File: src/rtl/tile_psum_accumulator.sv
// tile_psum_accumulator
// Sums cfg_tiles consecutive Tn-lane partial-sum vectors per output pixel,
// saturates each lane to FEATURE_WIDTH and queues the pixel result in a
// 2-entry in-order valid/ready buffer. The input is never back-pressured:
// a result that finds the buffer full is dropped and flagged as overflow.
module tile_psum_accumulator #(
    parameter int Tn            = 4,
    parameter int FEATURE_WIDTH = 16,
    parameter int ACC_WIDTH     = FEATURE_WIDTH + 8,
    parameter int CNT_WIDTH     = 16
) (
    input  logic                          fast_clk,
    input  logic                          rst,
    input  logic                          cfg_start,
    input  logic [CNT_WIDTH-1:0]          cfg_tiles,
    input  logic [CNT_WIDTH-1:0]          cfg_pixels,
    input  logic                          in_valid,
    input  logic [Tn*FEATURE_WIDTH-1:0]   in_data,
    output logic                          out_valid,
    input  logic                          out_ready,
    output logic [Tn*FEATURE_WIDTH-1:0]   out_data,
    output logic                          busy,
    output logic                          done,
    output logic                          overflow
);

    localparam int DW = Tn * FEATURE_WIDTH;

    // Saturation bounds expressed at accumulator width for signed compares.
    localparam logic [ACC_WIDTH-1:0] SAT_MAX_ACC =
        {{(ACC_WIDTH-FEATURE_WIDTH+1){1'b0}}, {(FEATURE_WIDTH-1){1'b1}}};
    localparam logic [ACC_WIDTH-1:0] SAT_MIN_ACC =
        {{(ACC_WIDTH-FEATURE_WIDTH+1){1'b1}}, {(FEATURE_WIDTH-1){1'b0}}};
    localparam logic [FEATURE_WIDTH-1:0] SAT_MAX_FW = {1'b0, {(FEATURE_WIDTH-1){1'b1}}};
    localparam logic [FEATURE_WIDTH-1:0] SAT_MIN_FW = {1'b1, {(FEATURE_WIDTH-1){1'b0}}};

    typedef enum logic {
        IDLE = 1'b0,
        ACC  = 1'b1
    } state_t;

    // Architectural state
    state_t                          state_q,    state_d;
    logic [CNT_WIDTH-1:0]            tiles_q,    tiles_d;
    logic [CNT_WIDTH-1:0]            pixels_q,   pixels_d;
    logic [CNT_WIDTH-1:0]            tile_idx_q, tile_idx_d;
    logic [CNT_WIDTH-1:0]            pix_cnt_q,  pix_cnt_d;
    logic [Tn-1:0][ACC_WIDTH-1:0]    acc_q,      acc_d;
    logic [DW-1:0]                   head_q,     head_d;
    logic [DW-1:0]                   tail_q,     tail_d;
    logic [1:0]                      count_q,    count_d;
    logic                            overflow_q, overflow_d;
    logic                            done_q,     done_d;

    // Datapath / control intermediates
    logic [Tn-1:0][ACC_WIDTH-1:0]    lane_ext;
    logic [Tn-1:0][ACC_WIDTH-1:0]    lane_sum;
    logic [DW-1:0]                   sat_data;
    logic                            first_tile;
    logic                            last_tile;
    logic                            last_pixel;
    logic                            accept;
    logic                            push;
    logic                            pop;

    assign first_tile = (tile_idx_q == '0);
    assign last_tile  = (tile_idx_q == tiles_q - 1'b1);
    assign last_pixel = (pix_cnt_q == pixels_q - 1'b1);
    assign accept     = (state_q == ACC) && in_valid && !cfg_start;
    assign pop        = out_valid && out_ready;

    // Per-lane sign extension, tile accumulation (wrapping) and saturation.
    always_comb begin
        // NOTE: every variable gets a default before any branch so no latch is inferred.
        lane_ext = '0;
        lane_sum = '0;
        sat_data = '0;
        for (int i = 0; i < Tn; i++) begin
            lane_ext[i] = {{(ACC_WIDTH-FEATURE_WIDTH){in_data[i*FEATURE_WIDTH+FEATURE_WIDTH-1]}},
                           in_data[i*FEATURE_WIDTH +: FEATURE_WIDTH]};
            lane_sum[i] = (first_tile ? '0 : acc_q[i]) + lane_ext[i];
            if ($signed(lane_sum[i]) > $signed(SAT_MAX_ACC)) begin
                sat_data[i*FEATURE_WIDTH +: FEATURE_WIDTH] = SAT_MAX_FW;
            end else if ($signed(lane_sum[i]) < $signed(SAT_MIN_ACC)) begin
                sat_data[i*FEATURE_WIDTH +: FEATURE_WIDTH] = SAT_MIN_FW;
            end else begin
                sat_data[i*FEATURE_WIDTH +: FEATURE_WIDTH] = lane_sum[i][FEATURE_WIDTH-1:0];
            end
        end
    end

    // Next-state: run control, tile/pixel counters, accumulators and the output buffer.
    always_comb begin
        state_d    = state_q;
        tiles_d    = tiles_q;
        pixels_d   = pixels_q;
        tile_idx_d = tile_idx_q;
        pix_cnt_d  = pix_cnt_q;
        acc_d      = acc_q;
        head_d     = head_q;
        tail_d     = tail_q;
        count_d    = count_q;
        overflow_d = overflow_q;
        done_d     = 1'b0;
        push       = 1'b0;

        if (cfg_start) begin
            // A start (from IDLE or mid-run) discards everything in flight,
            // including a last-tile push and any in_valid in this cycle.
            tiles_d    = (cfg_tiles  == '0) ? CNT_WIDTH'(1) : cfg_tiles;
            pixels_d   = (cfg_pixels == '0) ? CNT_WIDTH'(1) : cfg_pixels;
            tile_idx_d = '0;
            pix_cnt_d  = '0;
            head_d     = '0;
            tail_d     = '0;
            count_d    = 2'd0;
            overflow_d = 1'b0;
            state_d    = ACC;
        end else begin
            if (accept) begin
                acc_d = lane_sum;
                if (last_tile) begin
                    push       = 1'b1;
                    tile_idx_d = '0;
                    pix_cnt_d  = pix_cnt_q + 1'b1;
                    if (last_pixel) begin
                        state_d = IDLE;
                        done_d  = 1'b1;
                    end
                end else begin
                    tile_idx_d = tile_idx_q + 1'b1;
                end
            end

            // Two-register FIFO: head_q always feeds out_data directly.
            unique case ({push, pop})
                2'b10: begin
                    if (count_q == 2'd0) begin
                        head_d  = sat_data;
                        count_d = 2'd1;
                    end else if (count_q == 2'd1) begin
                        tail_d  = sat_data;
                        count_d = 2'd2;
                    end else begin
                        overflow_d = 1'b1;
                    end
                end
                2'b01: begin
                    head_d  = tail_q;
                    count_d = count_q - 2'd1;
                end
                2'b11: begin
                    if (count_q == 2'd1) begin
                        head_d = sat_data;
                    end else begin
                        head_d = tail_q;
                        tail_d = sat_data;
                    end
                end
                default: ;
            endcase
        end
    end

    // State register with asynchronous active-low reset.
    always_ff @(posedge fast_clk or negedge rst) begin
        if (!rst) begin
            state_q    <= IDLE;
            tiles_q    <= CNT_WIDTH'(1);
            pixels_q   <= CNT_WIDTH'(1);
            tile_idx_q <= '0;
            pix_cnt_q  <= '0;
            // NOTE: the buffer and accumulators are few enough registers to reset, so out_data is 0 from reset.
            acc_q      <= '0;
            head_q     <= '0;
            tail_q     <= '0;
            count_q    <= 2'd0;
            overflow_q <= 1'b0;
            done_q     <= 1'b0;
        end else begin
            // NOTE: non-blocking assignments so every flop samples the pre-edge values.
            state_q    <= state_d;
            tiles_q    <= tiles_d;
            pixels_q   <= pixels_d;
            tile_idx_q <= tile_idx_d;
            pix_cnt_q  <= pix_cnt_d;
            acc_q      <= acc_d;
            head_q     <= head_d;
            tail_q     <= tail_d;
            count_q    <= count_d;
            overflow_q <= overflow_d;
            done_q     <= done_d;
        end
    end

    assign out_valid = (count_q != 2'd0);
    assign out_data  = head_q;
    assign busy      = (state_q == ACC);
    assign done      = done_q;
    assign overflow  = overflow_q;

    // Buffer occupancy can never exceed its two entries.
    a_count_range: assert property (@(posedge fast_clk) disable iff (!rst) count_q != 2'd3);

endmodule

File: config.mk
export PLATFORM = sky130hd
export DESIGN_NAME = tile_psum_accumulator
export DESIGN_NICKNAME = d
export VERILOG_FILES = /design/src/rtl/tile_psum_accumulator.sv
export SDC_FILE = /design/constraint.sdc
export NUM_CORES = 1
export LEC_CHECK = 0
export CAP_MARGIN = 0
export CORE_ASPECT_RATIO = 0.8
export CORE_MARGIN = 3
export CORE_UTILIZATION = 30
export CTS_CLUSTER_DIAMETER = 80
export DETAILED_ROUTE_END_ITERATION = 16
export PLACE_DENSITY = 0.56
export SETUP_SLACK_MARGIN = 0.02
export SYNTH_ARGS = -nofsm -noshare
export SYNTH_HDL_FRONTEND = slang
export SYNTH_SLANG_ARGS = --single-unit
export TNS_END_PERCENT = 5
File: constraint.sdc
create_clock -name fast_clk -period 5.16 [get_ports fast_clk]
set_clock_uncertainty 0.05 [all_clocks]
set_input_delay 0.774 -clock fast_clk [delete_from_list [all_inputs] [get_ports fast_clk]]
set_output_delay 0.774 -clock fast_clk [all_outputs]
set_load 0.01 [all_outputs]
==> key figures, run 1 <==
Run status
  – Status: completed

Timing
  – Final Critical Period: about 4800 ps
  – Worst-Margin Slew: 1050 ps
  – Slew Limit Fails: 0
  – Min Hold Slack: 253 ps
  – Max_slew headroom: 0.298
  – Final period utilization: 0.935
  – RSZ-0062 raised after global routing: false
  – Highest clock rate: around 210 MHz
  – Setup Viol. Count Final: 0
  – Final Hold Vio Count: 0

Cells and area
  – Post-route insts no fill: roughly 3300
  – FILL cells: around 6600
  – Commonest non-fill, non-tap cell in the layout: nand2_1
  – Area delta synth->final: 20.3%
  – Post-layout util: 0.369
  – Layout net count: between 2000 and 3000
  – Commonest cells after routing, fill and taps aside: nand2_1 (330), dfrtp_1 (291), o21ai_0 (238), clkdlybuf4s50_1 (166), nor2_1 (115)
  – Layout cell share with drive strength beyond 1: 0.0874

Floorplan
  – I/O pin total: approximately 170
  – Rows: 83
  – Chip Width: 294 µm
  – Chip Height: 236 µm
  – Initial Utilization: 0.307
  – Core Region: roughly 65000 µm²
  – Overall die area: 69500 µm²

Drt
  – Drt drc: 0
  – Post-DR vias/cell: roughly 5.4
  – Routed Antenna Nets: 0
  – First-pass iteration count of the detailed router: 6
  – Initial DRC Count: 1421
  – WL per Instance: 19.2 µm
  – Routed WL: 63900 µm
  – Vias post-DR: about 18000

Worst setup path
  – Worst r2r path cells: 18
  – CP max stage cell: o41a_2
  – Crit path cell chain: inv_1 -> ha_1 -> nor3b_1 -> nand4_1 -> buf_4 -> buf_12 -> and2_1 -> ha_1 -> nand2_1 -> o211ai_1 -> a221o_1 -> or2_2 -> o221ai_1 -> nand2_1 -> o41a_2 -> nand2_1 -> buf_4 -> o211ai_1
  – Most used cell, CP: nand2_1
  – Arrival @ worst endpoint: a little over 5000 ps
  – Worst EP required: around 5500 ps
  – Crit start category: register
  – Crit Path Max Fanout: 54
  – CP max stage delay: between 600 and 700 ps
  – Crit Path Class: register to register
  – Critical path endpoint category: register

Synth
  – Seq/Total Area, Yosys: 0.368
  – Post-synthesis compound-gate area fraction: 0.245
  – Post-synth top flop: dfrtp_1
  – Mapped cell area: roughly 20000 µm²
  – Simple-gate share of the synthesized area: 0.207
  – Xor and xnor area share after synthesis: 0.0537
  – Mean post-synth cell area: about 8.6 µm²
  – Post-synth EDFFs: 0
  – Post-synthesis cell count: around 2300
  – Netlist cell types: 93
  – Asr flop ratio synth: 1.00
  – Syn nets: approximately 2500
  – Post-Synth Adder-Cell Area: 0.0662
  – Yosys Warn Count: 0
  – Yosys reg bits: a little under 300
  – Mux cell area share after synthesis: 0.0192
  – Largest family of logic cells by synthesized area: compound AO/OA/AOI/OAI gates

Clock network
  – H-Tree Depth: 2
  – Clock sink count: between 200 and 300
  – Longest Clk Path Bufs: 3
  – CTS tree: built
  – Root buffer cell: clkbuf_16
  – CTS clk-pin slew, worst paths: around 60 ps
  – Post-CTS Hold Fix Bufs: 0
  – Insertion delay to the later sink of the worst-skew pair: approximately 550 ps
  – Num CTS Buffers: 35

GRT
  – Number of global-route vias before repair: 17500
  – Antenna violations before repair: 0
  – Largest net degree at the start of global routing: 118
  – First-pass GRT wire length: approximately 100000 µm
  – Global-route usage over all layers: 0.179
  – Grt ovf: 0

Worst hold path
  – Hold crit path type: primary input to async pin

Placed design
  – PortBufs: around 170
  – Final GP Congestion: slightly below 0.9
  – Dpl hpwl: between 40000 and 50000 µm
  – Placed cell count: ~3300

Power
  – Pwr Total: ~8.0 mW
  – PwrDens: approximately 330 nW/µm²
  – LEAKAGE: 10.3 nW
  – Peak supply drop: between 0.2 and 0.25 mV

Run
  – Max-cap violations: 0
[worst max-delay path, delay by kind of cell (launching register included)]
kind | cells | cell delay (ps)
AOI/OAI and AO/OA | 5 | 1620
adders and majority gates | 2 | 510
buffers and inverters | 4 | 690
DFF | 1 | 380
and+or+nand+nor | 7 | 1390
[path summary, 6_finish.rpt]
| kind | slack [ps] | to | from |
|---|---|---|---|
| max in group asynchronous | 3580 | acc_q[80] | rst |
| max | 330 | tail_q[50] | tile_idx_q[0] |
| min reg2reg | 410 | acc_q[94] | acc_q[94] |
| min in group fast_clk | 410 | acc_q[94] | acc_q[94] |
| max reg2reg | 330 | tail_q[50] | tile_idx_q[0] |
| min | 250 | tiles_q[14] | rst |
[Yosys cell counts (all sizes together), types with 6 or more instances]
master / number / share of area
or2: 10 / 0.0031
nand4: 32 / 0.010
xor2: 51 / 0.022
ha: 99 / 0.062
nand3b: 9 / 0.0034
dfrtp: 291 / 0.37
a22oi: 26 / 0.0098
and3: 24 / 0.0075
o31ai: 16 / 0.0060
mux2: 26 / 0.015
a221o: 6 / 0.0030
a211o: 10 / 0.0044
clkbuf: 106 / 0.020
nand3: 48 / 0.012
nand2: 335 / 0.064
o311ai: 11 / 0.0048
a22o: 15 / 0.0066
o2111ai: 7 / 0.0031
and4: 13 / 0.0057
o211ai: 56 / 0.024
nor2: 117 / 0.022
o31a: 12 / 0.0053
nor3: 36 / 0.010
inv: 66 / 0.012
nor4: 29 / 0.010
a21o: 36 / 0.014
and2: 111 / 0.035
or4: 6 / 0.0025
a21boi: 9 / 0.0034
nand2b: 17 / 0.0055
o21bai: 11 / 0.0047
o21ai: 256 / 0.064
o221ai: 24 / 0.011
xnor2: 71 / 0.031
buf: 32 / 0.0087
a211oi: 39 / 0.015
a31oi: 21 / 0.0066
a32oi: 10 / 0.0044
o21a: 12 / 0.0045
nor2b: 16 / 0.0050
a21oi: 104 / 0.026
or3: 13 / 0.0041
mux2i: 9 / 0.0045
[area by class of cell]
type,instances,area (µm²),area share
Inverter,66,248,0.0103
Tap cell,850,1060,0.0444
Multi-Input combinational cell,1817,11900,0.497
Timing Repair Buffer,237,2290,0.0955
Antenna cell,2,5.00,0.000209
Sequential cell,293,7330,0.306
Clock inverter,6,47.5,0.00199
Clock buffer,52,1060,0.0443
[state kept, by name, indices dropped and copies added, names as in the netlist]
name and count:
out_data 64, overflow 1, tile_idx_q 16, pixels_q 16, tiles_q 16, count_q 2
tail_q 64, busy 1, acc_q 96, pix_cnt_q 16, done 1
[timing repair]
item,4_1_cts,5_1_grt
setup endpoints to repair,30,112
buffers inserted,0,0
gates resized for setup,2,27
[kinds of logic (layout without fill, tap and decap cells)]
logic type / count (synthesis) / count (layout)
xor gates and xnor gates: 122 / 122
other: 0 / 2
DFF: 293 / 293
adders and majority gates: 103 / 103
muxes: 35 / 35
and+or+nand+nor: 829 / 829
AOI/OAI and AO/OA: 728 / 728
buffers and inverters: 204 / 361
[metal layers]
layer / GRT usage / wire [µm]
met1: 0.269 / 31600
met2: 0.265 / 27000
met3: 0.0340 / 4370
met4: 0.0378 / 940
met5: 0 / 0
[power by group]
group          internal, mW  total (mW)  switching, mW
Sequential             2.58        2.76          0.178
Combinational          1.08        2.76           1.67
Clock                  1.42        2.45           1.03
[per-stage QoR]
| step | area (µm²) | TNS (ps) | worst slack, ps |
|---|---|---|---|
| detailed placement | 22700 | -975 | -90.8 |
| global placement | 22700 | -649 | -68.3 |
| global route | 23900 | 0 | 22.1 |
| CTS | 23900 | 0 | 42.8 |
| floorplan | 19900 | 0 | 432 |
| finish | 23900 | 0 | 334 |
No activity file was read; power rests on OpenSTA's default activity.
==> run 2, diff against run 1 <==
--- a/config.mk
+++ b/config.mk
@@ -12,7 +12,9 @@
 export CTS_CLUSTER_DIAMETER = 80
 export DETAILED_ROUTE_END_ITERATION = 16
 export PLACE_DENSITY = 0.56
+export REMOVE_ABC_BUFFERS = 1
 export SETUP_SLACK_MARGIN = 0.02
+export SKIP_CTS_REPAIR_TIMING = 1
 export SYNTH_ARGS = -nofsm -noshare
 export SYNTH_HDL_FRONTEND = slang
 export SYNTH_SLANG_ARGS = --single-unit
==> constraint.sdc (replaced) <==
create_clock -name fast_clk -period 5.16 [get_ports fast_clk]
set_clock_uncertainty 0.05 [all_clocks]
set_input_delay 0.774 -clock fast_clk [delete_from_list [all_inputs] [get_ports fast_clk]]
set_output_delay 0.774 -clock fast_clk [all_outputs]
set_load 0.1 [all_outputs]
==> key figures, run 2 (synthesized netlist as in run 1, its figures left out) <==
Run status
  – Status: completed (unchanged)

Floorplan
  – Chip Height: 236 µm (unchanged)
  – Rows: 83 (unchanged)
  – Initial Utilization: 0.307 (unchanged)
  – I/O pin total: 169 (unchanged)
  – Chip Width: 294 µm (unchanged)
  – Core Region: 64900 µm² (unchanged)
  – Overall die area: 69500 µm² (unchanged)

Timing
  – Worst-Margin Slew: 1170 ps (was 1050 ps)
  – Final Hold Vio Count: 0 (unchanged)
  – Max_slew headroom: 0.220 (was 0.298)
  – Slew Limit Fails: 0 (unchanged)
  – Final period utilization: 0.947 (was 0.935)
  – Setup Viol. Count Final: 0 (unchanged)
  – Highest clock rate: 205 MHz (was 207 MHz)
  – Min Hold Slack: 196 ps (was 253 ps)
  – RSZ-0062 raised after global routing: true (was false)
  – Final Critical Period: 4890 ps (was 4830 ps)

Drt
  – Initial DRC Count: 1413 (was 1421)
  – Vias post-DR: 18000 (was 18100)
  – WL per Instance: 19.3 µm (was 19.2 µm)
  – Drt drc: 0 (unchanged)
  – Post-DR vias/cell: 5.42 (was 5.45)
  – First-pass iteration count of the detailed router: 5 (was 6)
  – Routed Antenna Nets: 0 (unchanged)
  – Routed WL: 64200 µm (was 63900 µm)

Cells and area
  – Post-layout util: 0.369 (about the same)
  – Commonest non-fill, non-tap cell in the layout: nand2_1 (unchanged)
  – Layout net count: 2655 (was 2654)
  – Area delta synth->final: 20.4% (was 20.3%)
  – Multi-input logic area: 11900 µm² (about the same)
  – Max FFs per register: 96 (unchanged)
  – Layout cell share with drive strength beyond 1: 0.0848 (was 0.0874)
  – Biggest register: acc_q (unchanged)
  – Commonest cells after routing, fill and taps aside: nand2_1 (330), dfrtp_1 (291), o21ai_0 (241), clkdlybuf4s50_1 (166), nor2_1 (115) (was nand2_1 (330), dfrtp_1 (291), o21ai_0 (238), clkdlybuf4s50_1 (166), nor2_1 (115))
  – Inserted Diodes: 0 (was 2)
  – FF+latch area: 7330 µm² (unchanged)
  – FILL cells: 6541 (was 6551)

Placed design
  – Dpl hpwl: 46400 µm (was 46500 µm)
  – Final GP Congestion: 0.907 (was 0.886)
  – PortBufs: 168 (unchanged)

Clock network
  – Longest Clk Path Bufs: 3 (unchanged)
  – Clock sink count: 293 (unchanged)
  – Insertion delay to the later sink of the worst-skew pair: 550 ps (about the same)
  – Num CTS Buffers: 36 (was 35)
  – CTS clk-pin slew, worst paths: 60 ps (about the same)
  – Root buffer cell: clkbuf_16 (unchanged)
  – H-Tree Depth: 2 (unchanged)
  – CTS tree: built (unchanged)

Worst hold path
  – Hold crit path type: primary input to async pin (unchanged)

Power
  – Peak supply drop: 0.200 mV (was 0.202 mV)
  – LEAKAGE: 10.3 nW (about the same)
  – PwrDens: 355 nW/µm² (was 333 nW/µm²)

GRT
  – Antenna violations before repair: 5 (was 0)
  – Largest net degree at the start of global routing: 105 (was 118)
  – Global-route usage over all layers: 0.183 (was 0.179)
  – Number of global-route vias before repair: 17900 (was 17500)
  – First-pass GRT wire length: 102000 µm (was 101000 µm)
  – Grt ovf: 0 (unchanged)

Worst setup path
  – Worst EP required: 5510 ps (was 5500 ps)
  – Crit start category: register (unchanged)
  – Worst r2r path cells: 16 (was 18)
  – Crit Path Class: register to register (unchanged)
  – Arrival @ worst endpoint: 5230 ps (was 5170 ps)
  – Critical path endpoint category: register (unchanged)
  – Crit Path Max Fanout: 95 (was 54)

Run
  – Max-cap violations: 0 (unchanged)
## run 2: changes by cell type in the layout (fill, tap and decap cells not counted), moves of 3 or more
cell,previous run,this run
o21ai_0,238,241
clkbuf_8,10,7
buf_12,7,3
clkbuf_1,6,9
buf_4,62,66
bufinv_16,0,4
## run 2: final cells by class
| cell class | instances | area share |
|---|---|---|
| clock buffer | 52 | 0.0430 |
| tap | 850 | 0.0444 |
| multi-input combinational | 1817 | 0.495 |
| sequential | 293 | 0.306 |
| clock inverter | 12 | 0.00783 |
| timing repair buffer | 237 | 0.0933 |
| inverter | 66 | 0.0103 |
## run 2: power breakdown
| group | leakage (nW) | switching (mW) | internal, mW | total [mW] |
|---|---|---|---|---|
| Clock | 0.589 | 1.06 | 1.60 | 2.65 |
| Combinational | 5.86 | 2.04 | 1.06 | 3.10 |
| Sequential | 3.85 | 0.175 | 2.58 | 2.76 |
| Total | 10.3 | 3.27 | 5.24 | 8.51 |
## run 2: final timing paths
path,startpoint,endpoint,slack [ps]
max reg2reg,tile_idx_q[10],out_data[30],270
max in group asynchronous,rst,acc_q[2],3570
min reg2reg,acc_q[0],acc_q[0],420
max,tile_idx_q[10],out_data[30],270
min,rst,acc_q[11],200
min in group fast_clk,acc_q[0],acc_q[0],420
## run 2: per-layer routing
metal | GRT usage | routed length, µm | vias to the layer above
met2 | 0.278 | 27600 | 517
met1 | 0.265 | 31200 | 8724
met4 | 0.0408 | 1200 | 8
li1 | - | - | 8696
met3 | 0.0385 | 4250 | 87
met5 | 0 | 49 | -
## run 2: stage by stage
stage | area (µm²) | setup WS, ps | total power, mW | TNS [ps] | instances
final | 24000 | 275 | 8.51 | 0 | 3327
after global routing | 24000 | -18.5 | 9.02 | -33.4 | 3327
after CTS | 23900 | 63.0 | 8.58 | 0 | 3327
after detailed placement | 22700 | 89.8 | 5.86 | 0 | 3263
after global placement | 22700 | 24.6 | 5.83 | 0 | 3263
after floorplan | 19300 | -889 | 4.82 | -79840 | 2176
## run 2: critical path, cell delays in order (launching register included)
cell	delay (ps)
dfrtp_1	440
nor4_2	360
nand4_1	200
buf_12	260
and2_1	220
ha_1	220
fa_1	410
a21oi_1	190
nand3b_1	210
a2111oi_0	140
buf_4	170
or4_1	510
a21oi_1	320
nor4_2	100
and4_2	270
o21bai_4	390
o221ai_1	220
